--- src/rtl/countdown_ctrl.sv ---
`default_nettype none
// ============================================================================
// countdown_ctrl : start/load/prescaled-decrement sequencer for a 4-bit
//                  loadable down counter, with done pulse and held alarm.
// Revision 1.0
// ============================================================================
module countdown_ctrl #(
  parameter int TICK_DIV  = 4,
  parameter int ALARM_LEN = 3
) (
  input  logic       clk,
  input  logic       rst_n,
  input  logic       start,
  input  logic       pause,
  input  logic       abort,
  input  logic [3:0] load_val,
  input  logic       zero_flag,
  output logic       latch,
  output logic       dec,
  output logic [3:0] IN,
  output logic       busy,
  output logic       done,
  output logic       alarm
);

  localparam int PW = $clog2(TICK_DIV);
  localparam int AW = $clog2(ALARM_LEN + 1);
  localparam logic [PW-1:0] PRE_TERM = PW'(TICK_DIV - 1);
  localparam logic [AW-1:0] ALM_INIT = AW'(ALARM_LEN);

  typedef enum logic [2:0] {
    S_IDLE  = 3'd0,
    S_LOAD  = 3'd1,
    S_ARM   = 3'd2,
    S_RUN   = 3'd3,
    S_PAUSE = 3'd4,
    S_DONE  = 3'd5,
    S_ALARM = 3'd6
  } state_t;

  state_t        state_q, state_d;
  logic [PW-1:0] pre_q, pre_d;
  logic          start_q, start_d;
  logic [3:0]    in_q, in_d;
  logic [AW-1:0] alm_q, alm_d;

  logic start_edge;
  logic tick;

  assign start_edge = start & ~start_q;
  // A pause arriving on the terminal prescaler cycle swallows that tick.
  assign tick       = (state_q == S_RUN) && (pre_q == PRE_TERM) && !pause;

  always_ff @(posedge clk or negedge rst_n) begin
    if (!rst_n) begin
      state_q <= S_IDLE;
      pre_q   <= '0;
      start_q <= 1'b0;
      in_q    <= 4'd0;
      alm_q   <= '0;
    end else begin
      state_q <= state_d;
      pre_q   <= pre_d;
      start_q <= start_d;
      in_q    <= in_d;
      alm_q   <= alm_d;
    end
  end

  always_comb begin
    state_d = state_q;
    pre_d   = pre_q;
    start_d = start;
    in_d    = in_q;
    alm_d   = alm_q;

    case (state_q)
      S_IDLE: begin
        if (start_edge) begin
          state_d = S_LOAD;
          in_d    = load_val;
        end
      end
      S_LOAD: state_d = S_ARM;
      S_ARM: begin
        pre_d = '0;
        if (zero_flag) state_d = S_DONE;
        else           state_d = S_RUN;
      end
      S_RUN: begin
        if (zero_flag) begin
          state_d = S_DONE;
        end else if (pause) begin
          state_d = S_PAUSE;
        end else if (pre_q == PRE_TERM) begin
          pre_d = '0;
        end else begin
          pre_d = pre_q + PW'(1);
        end
      end
      S_PAUSE: begin
        if (!pause) state_d = S_RUN;
      end
      S_DONE: begin
        state_d = S_ALARM;
        alm_d   = ALM_INIT;
      end
      S_ALARM: begin
        if (alm_q <= AW'(1)) begin
          state_d = S_IDLE;
          alm_d   = '0;
        end else begin
          alm_d = alm_q - AW'(1);
        end
      end
      default: state_d = S_IDLE;
    endcase

    if (abort) begin
      state_d = S_IDLE;
      pre_d   = '0;
      alm_d   = '0;
      in_d    = in_q;
    end
  end

  assign latch = (state_q == S_LOAD);
  assign dec   = tick & ~zero_flag;
  assign IN    = in_q;
  assign busy  = (state_q == S_LOAD) || (state_q == S_ARM) ||
                 (state_q == S_RUN)  || (state_q == S_PAUSE);
  assign done  = (state_q == S_DONE);
  assign alarm = (state_q == S_ALARM);

endmodule
`default_nettype wire
--- config.mk ---
export PLATFORM = sky130hd
export DESIGN_NAME = countdown_ctrl
export DESIGN_NICKNAME = d
export VERILOG_FILES = /design/src/rtl/countdown_ctrl.sv
export SDC_FILE = /design/constraint.sdc
export NUM_CORES = 1
export LEC_CHECK = 0
export BUFFER_PORTS_ARGS = -buffer_cell sky130_fd_sc_hd__buf_2
export CORE_AREA = 4 4 41 43
export CTS_CLUSTER_SIZE = 25
export DETAILED_ROUTE_END_ITERATION = 8
export DIE_AREA = 0 0 45 47
export PLACE_DENSITY = 0.8
export SLEW_MARGIN = 20
export SYNTH_ARGS = -nofsm -noshare
export SYNTH_HDL_FRONTEND = slang
export SYNTH_SLANG_ARGS = --single-unit
--- constraint.sdc ---
create_clock -name clk -period 4.7 [get_ports clk]
set_clock_uncertainty 0.2 [all_clocks]
set_input_delay 0.235 -clock clk [delete_from_list [all_inputs] [get_ports clk]]
set_output_delay 0.235 -clock clk [all_outputs]
set_load 0.05 [all_outputs]
* Word level (Yosys, flattened, before mapping)
Index checks and enable logic that the tools add are counted.
** Cells by class
- Add/subtract/negate cells :: 2
- Magnitude comparators :: 1
- Muxes and demuxes :: 16
- Equal/unequal tests :: 13
- Bitwise operators :: 5
- Reductions and logical operators :: 12
** Operators by type and width (count)
- two-way mux 3 bit :: 7
- case mux 3 bit (7 select lines) :: 1
- two-way mux 2 bit :: 6
- inequality test 3 bit (second input constant) :: 4
- equality test 3 bit (second input constant) :: 3
- case mux 2 bit (2 select lines) :: 2
- equality test 3 x 2 -> 1 bit (second input constant) :: 2
- AND reduction 3 bit :: 2
- nonzero test 3 bit :: 2
- inequality test 4 bit (second input constant) :: 1
- AND reduction 4 bit :: 1
- equality test 3 x 1 -> 1 bit (second input constant) :: 1
- logical NOT 3 bit :: 1
- logical OR 1 bit :: 3
- inequality test 3 x 2 -> 1 bit (second input constant) :: 1
- NOT 1 bit :: 3
- adder 2 x 1 -> 2 bit (second input constant) :: 1
- AND 1 bit :: 2
- equality test 2 bit (second input constant) :: 1
- less-or-equal comparator 2 x 1 -> 1 bit (second input constant) :: 1
- logical AND 1 bit :: 2
- subtractor 2 x 1 -> 2 bit (second input constant) :: 1
- logical NOT 1 bit :: 1
** Storage, ports and cells
- Output and inout port bits :: 9
- Bits in registers :: 12
- Logic and storage cells :: 54

* Longest topological paths before layout
Gate-level depths: netlist of run 1.
- Depth in word-level cells :: 6
- Gate-level depth with buffers :: 4
- Gate-level depth less buffers :: 4

* Worst setup path before layout of run 1
OpenSTA, ideal clock, no wires.
- Path type :: reg2reg
- From :: register state_q[1]
- To :: register in_q[0] (netlist: IN[0])
- Buffers on the path :: 0
- Stages on the path, launching flop included :: 4
- Period minus slack after synthesis :: 1.905 ns
- Slack :: 2.795 ns
- Arrival time :: 1.580 ns
- Setup time :: 0.125 ns
- Path through :: dfrtp_1 > or3_4 > or4b_4 > mux2_4
** On the way
- Word-level cells in the longest chain between the ends :: 2
** Ends and longest elaborated chain
- start, declared :: RTL line 41 : state_t state_q, state_d;
- start signal, assigned :: RTL line 62 : state_q <= state_d;
- logical NOT 3 bit :: RTL line 77 : case (state_q)
- AND reduction 3 bit (no source line)
- end signal, assigned :: RTL line 65 : in_q <= in_d;
- end, declared :: RTL line 44 : logic [3:0] in_q, in_d;
No other way between the ends.
A chain may end at the register's enable or synchronous reset.

* Worst setup path after layout of run 1
Same ends and word-level chain as after synthesis.

==> run_results.csv, run 1 <==
group,metric,value,unit
sta,final_hold_viol_count,0,
floorplan,dieArea,2120,sq um
clocking,cts_tree,"done",
power_and_ir_drop,powerDensity,481,nW/um^2
run,cap_violations,0,
clocking,cts_root_buf,"clkbuf_4",
logic_synthesis,ys_types,30,
worst_setup_path,critical_path_arrival,2.07,ns
clocking,post_cts_resized,0,
cells_and_area,diodes,0,
cells_and_area,final_core_util,65.8,%
worst_setup_path,worstPathRequired,4.66,ns
worst_setup_path,rrSetupSlack,2.58,ns
outcome,status,"completed",
global_routing,grt_pass1_vias,523,
sta,worst_pin_slew,0.395,ns
clocking,htree_levels,1,
logic_synthesis,synth_seq_cells,12,
sta,setup_tns,0,ns
place,gp_congestion,0.739,
floorplan,die_w,45,microns
min_path,min_from,"abort",
sta,slew_viol_final,0,
global_routing,grt_usage,15.3,%
min_path,whs_path_depth,2,
global_routing,grt_pass1_wl,2.30,mm
floorplan,core_area,1300,sq um
clocking,worstSkewPairLatency,0.27,ns
cells_and_area,nFillCells,108,
logic_synthesis,synth_area,666,sq um
sta,rsz0062_at_grt,"false",
power_and_ir_drop,power.leakage,0.000430,uW
drt,drc,0,
sta,period_needed,2.12,ns
clocking,cts.reportedPaths.clkPinSlew,0.08,ns
min_path,hold_path.class,"in2reg",
floorplan,io_pins,19,
logic_synthesis,syn_avg_cell_area,10.6,sq um
cells_and_area,syn2layout_area_growth,28.6,%
drt,antenna_left,0,
worst_setup_path,start_kind,"flop",
cells_and_area,drive_gt1_share,33.3,%
sta,max_slew_margin,73.7,%
worst_setup_path,critPathKind,"reg2reg",
logic_synthesis,synth_nets,74,
clocking,clock_path_buffers,2,
global_routing,grt-ovfl-total,0,
worst_setup_path,reg2reg_to,"IN[0]",
floorplan,die-height,47,microns
power_and_ir_drop,ir_worst_vdd,0.229,mV
sta,setup_viol,0,
cells_and_area,nets,99,
drt,drt_wl_total,1.42,mm
worst_setup_path,timing.critical_path.to_type,"flop",
clocking,cts_sinks,12,
logic_synthesis,ys_seq_area_share,45.1,%
clocking,cts_buffers,3,
place,dpl.cell_count,92,
global_routing,grt_max_degree,16,
min_path,min_to,"alm_q[1]",
drt,wl_per_cell,14.0,microns
worst_setup_path,reg2reg_depth,3,
worst_setup_path,path_max_fanout,13,
worst_setup_path,r2r_start,"state_q[1]",
sta,finalCritPeriodShare,45.1,%
drt,num_vias,569,
sta,holdWs,0.0386,ns
sta,fmax,472,MHz
place,port_buffers,18,
cells_and_area,stdcell_count,102,
global_routing,antenna_found_initial,0,
floorplan,start_util,51.2,%
drt,dr.pass1.iters,4,
drt,via_per_inst,5.58,
logic_synthesis,yosysWarnings,0,
floorplan,rows,13,
drt,drt_iter0_markers,13,
logic_synthesis,synth_cells,63,
## registers in the layout, indices dropped and copies added, names as in the netlist
name and count:
start_q 1, state_q 3, alm_q 2, IN 4, pre_q 2
## worst max-delay path, stage by stage, from the launching register on
cell     delay (ns)
dfrtp_1        0.51
or3_4          0.42
or4b_4         0.55
mux2_4         0.32
## cell families after synthesis
group           after synthesis  synth area share, %
compound gates               18                 17.5
fa+ha+maj                     1                 1.88
buf+inv                       5                 2.82
flops                        12                 45.1
mux                           5                 10.5
simple gates                 22                 22.2
## per-stage QoR
stage | setup slack (ns) | area, sq um | total power, uW
after global routing | 2.52 | 856 | 433
after detailed placement | 2.60 | 759 | 328
after CTS | 2.59 | 856 | 415
after floorplan | 2.79 | 666 | 288
after global placement | 2.64 | 759 | 323
final | 2.58 | 856 | 411
## Yosys cell counts
library cell	instances	area [sq um]
or3_4	1	11.3
a21o_1	1	7.51
o32a_1	1	10.0
o31ai_1	1	7.51
a211oi_1	1	7.51
ha_1	1	12.5
nand2b_1	3	18.8
o21ai_0	4	20.0
nand4_1	2	12.5
inv_1	1	3.75
and4_1	1	8.76
nor3_1	2	10.0
o21bai_1	1	7.51
dfrtp_1	12	300
clkbuf_1	4	15.0
o21a_1	1	7.51
a21boi_0	1	7.51
and2_1	1	6.26
or2_2	1	6.26
o211a_1	1	10.0
mux2_4	4	60.1
nand4b_1	1	8.76
or4b_4	1	13.8
nor2b_1	1	6.26
mux2i_1	1	10.0
a31oi_1	1	6.26
nor2_1	4	15.0
nand2_1	1	3.75
a21oi_1	5	25.0
and3b_1	3	26.3
## final cells by class
cell class / instances / area, sq um / area share (%)
Tap cell: 15 / 18.8 / 2.19
Inverter: 1 / 3.75 / 0.439
Multi-Input combinational cell: 46 / 347 / 40.5
Clock buffer: 4 / 36.3 / 4.24
Sequential cell: 12 / 300 / 35.1
Timing Repair Buffer: 24 / 150 / 17.5
## routing by layer
layer | wire, microns | vias up | global-route usage (%)
met5 | 0 | - | 0
met4 | 17 | 0 | 5.26
met3 | 130 | 2 | 3.45
met2 | 615 | 22 | 24.0
li1 | - | 282 | -
met1 | 659 | 263 | 20.9
## worst max path at each step
stage | start | endpoint | slack (ns) | depth (start not counted)
floorplan | state_q[1] | IN[0] | 2.79 | 3
global placement | state_q[1] | IN[1] | 2.64 | 3
detailed placement | state_q[1] | IN[3] | 2.60 | 3
CTS | state_q[1] | IN[0] | 2.59 | 3
global route | state_q[1] | IN[0] | 2.52 | 3
finish | state_q[1] | IN[0] | 2.58 | 3
## report_power, final
group,total [uW],switching (uW),leakage (uW),internal [uW]
clock,81.3,34.2,0.0000210,47.1
combinational,181,117,0.000254,64.1
sequential,149,23.8,0.000155,125
## timing repair
item / in CTS / in global routing
endpoints found under the hold margin: 17 / 0
hold buffers: 6 / 0
buffers inserted: 0 / 0
## layout by cell type, fill, tap and decap left out, drive strengths merged
cell | Yosys | final
buf | 0 | 18
dfrtp | 12 | 12
dlygate4sd3 | 0 | 6
a21oi | 5 | 5
nor2 | 4 | 4
o21ai | 4 | 4
mux2 | 4 | 4
clkbuf | 4 | 4
nand2b | 3 | 3
and3b | 3 | 3
nor3 | 2 | 2
nand4 | 2 | 2
or3 | 1 | 1
and2 | 1 | 1
nor2b | 1 | 1
and4 | 1 | 1
or4b | 1 | 1
a21boi | 1 | 1
o32a | 1 | 1
inv | 1 | 1
nand4b | 1 | 1
o31ai | 1 | 1
a211oi | 1 | 1
o21a | 1 | 1
mux2i | 1 | 1
o211a | 1 | 1
a21o | 1 | 1
o21bai | 1 | 1
nand2 | 1 | 1
or2 | 1 | 1
a31oi | 1 | 1
ha | 1 | 1
No activity file was read; power rests on OpenSTA's default activity.
==> run 2: changes to the inputs <==
CORE_AREA = default   (was 4 4 41 43)
CORE_MARGIN = 4   (was default)
CORE_UTILIZATION = 44   (was default)
DIE_AREA = default   (was 0 0 45 47)
PLACE_DENSITY = 0.75   (was 0.8)
clock period = 1.8 ns   (was 4.7 ns; I/O delays follow)
==> run_results.csv, run 2 (synthesis results as in run 1) <==
group,metric,value,unit
cells_and_area,final_core_util,66.8,%
place,pre_cts_ws,-0.136,ns
floorplan,dieArea,2200,sq um
power_and_ir_drop,p_int,613,uW
power_and_ir_drop,p_sw,449,uW
global_routing,grt_pass1_vias,540,
min_path,min_to,"state_q[0]",
worst_setup_path,start_kind,"flop",
global_routing,grt_usage,14.5,%
power_and_ir_drop,seqPwrFrac,33.7,%
sta,worst_pin_slew,0.266,ns
floorplan,start_util,48.7,%
cells_and_area,layout_commonest_cell,"buf_2",
drt,drt_wl_total,1.45,mm
drt,drt_iter0_markers,12,
global_routing,antenna_found_initial,0,
worst_setup_path,rrSetupSlack,-0.14,ns
min_path,whs_path_depth,3,
drt,num_vias,586,
power_and_ir_drop,power.leakage,0.000463,uW
place,port_buffers,18,
sta,slew_viol_final,0,
sta,fin_ws,-0.139,ns
sta,holdWs,0.0239,ns
sta,period_needed,1.94,ns
clocking,cts_root_buf,"clkbuf_4",
worst_setup_path,r2r_start,"state_q[2]",
global_routing,grt.busiest_layer,"met2",
place,place_hpwl,1.03,mm
clocking,clock_path_buffers,2,
global_routing,use_met2,21.7,%
power_and_ir_drop,pwr-share-comb,52.2,%
floorplan,die_w,46.9,microns
sta,setup_viol,4,
outcome,status,"complete, but fails checks",
worst_setup_path,cp_slowest_cell,"or4b_4",
global_routing,grt-ovfl-total,0,
worst_setup_path,cpPeakStageDelay,0.54,ns
worst_setup_path,worstPathRequired,1.74,ns
drt,via_per_inst,5.38,
sta,max_slew_margin,82.2,%
drt,antenna_left,0,
place,place_area,797,sq um
cells_and_area,design_area,912,sq um
global_routing,grt_max_degree,15,
outcome,violations,"setup timing",
cells_and_area,syn2layout_area_growth,37.0,%
worst_setup_path,timing.critical_path.to_type,"flop",
power_and_ir_drop,ir_worst_vdd,0.553,mV
global_routing,grt_pass1_wl,2.29,mm
drt,dr.pass1.iters,4,
cells_and_area,nets,107,
floorplan,die-height,46.9,microns
sta,finalCritPeriodShare,108,%
cells_and_area,largest_reg_flops,4,
power_and_ir_drop,powerDensity,1160,nW/um^2
sta,final_hold_viol_count,0,
cells_and_area,final_cell_mix,"16 x buf_2, 12 x dfrtp_1, 8 x dlygate4sd3_1, 8 x buf_4, 5 x a21oi_1",
min_path,hold_path.class,"in2reg",
worst_setup_path,reg2reg_to,"IN[0]",
sta,fmax,516,MHz
worst_setup_path,critPathKind,"reg2reg",
min_path,min_from,"pause",
clocking,cts_sinks,12,
clocking,cts_buffers,3,
clocking,cts_tree,"done",
global_routing,use_met3,2.30,%
cells_and_area,drive_gt1_share,36.2,%
run,cap_violations,0,
worst_setup_path,reg2reg_depth,3,
power_and_ir_drop,switching_share,42.3,%
floorplan,rows,13,
worst_setup_path,path_max_fanout,4,
floorplan,core_area,1370,sq um
worst_setup_path,crit_chain,"or3_4, or4b_4, mux2_4",
clocking,worstSkewPairLatency,0.25,ns
drt,drc,0,
sta,rsz0062_at_grt,"true",
floorplan,io_pins,19,
worst_setup_path,critical_path_arrival,1.88,ns
global_routing,gr-usage-met1,20.4,%
cells_and_area,diodes,0,
clocking,htree_levels,1,
drt,wl_per_cell,13.3,microns
clocking,cts.reportedPaths.clkPinSlew,0.07,ns
power_and_ir_drop,clockPowerShare,14.2,%
place,gp_congestion,0.784,
[run 2: through the flow]
step / setup TNS (ns) / power [uW] / std cells
floorplan: -0.420 / 752 / 63
global placement: -0.415 / 882 / 97
detailed placement: -0.533 / 892 / 97
CTS: -0.532 / 1060 / 109
global route: -0.623 / 1130 / 109
finish: -0.532 / 1060 / 109
[run 2: power groups by stage]
stage / combinational (uW) / sequential [uW] / clock [uW]
floorplan: 241 / 511 / 0
finish: 554 / 358 / 151
CTS: 548 / 357 / 159
detailed placement: 530 / 362 / 0
global route: 589 / 364 / 174
global placement: 522 / 360 / 0
[run 2: final cells by class]
type | count | area [sq um]
multi-input cells | 46 | 347
clock buffers | 3 | 22.5
repair buffers | 32 | 220
inverters | 1 | 3.75
flip-flops and latches | 12 | 300
well taps | 15 | 18.8
fillers | 109 | 454
[run 2: worst max path at each step]
| stage | startpoint | to | slack (ns) |
|---|---|---|---|
| floorplan | state_q[1] | IN[0] | -0.11 |
| global placement | state_q[2] | IN[0] | -0.10 |
| detailed placement | state_q[2] | IN[0] | -0.14 |
| CTS | state_q[2] | IN[0] | -0.14 |
| global route | state_q[2] | IN[2] | -0.16 |
| finish | state_q[2] | IN[0] | -0.14 |
[run 2: timing repair]
action,CTS,global route
hold buffers,8,0
endpoints found under the setup margin,4,6
gates resized for setup,0,4
setup buffers,1,0
hold endpoints to repair,24,0
pin swaps,0,0
[run 2: per-layer routing]
layer / vias up / wire [microns] / share of wire, %
li1: 295 / - / -
met1: 269 / 679 / 47
met2: 20 / 672 / 46
met3: 2 / 78 / 5.4
met4: 0 / 22 / 1.5
met5: - / 0 / 0
[run 2: critical path, delay by kind of cell (launching register included)]
family / cells / cell delay, ns
simple gates: 2 / 0.93
flops: 1 / 0.38
mux: 1 / 0.32
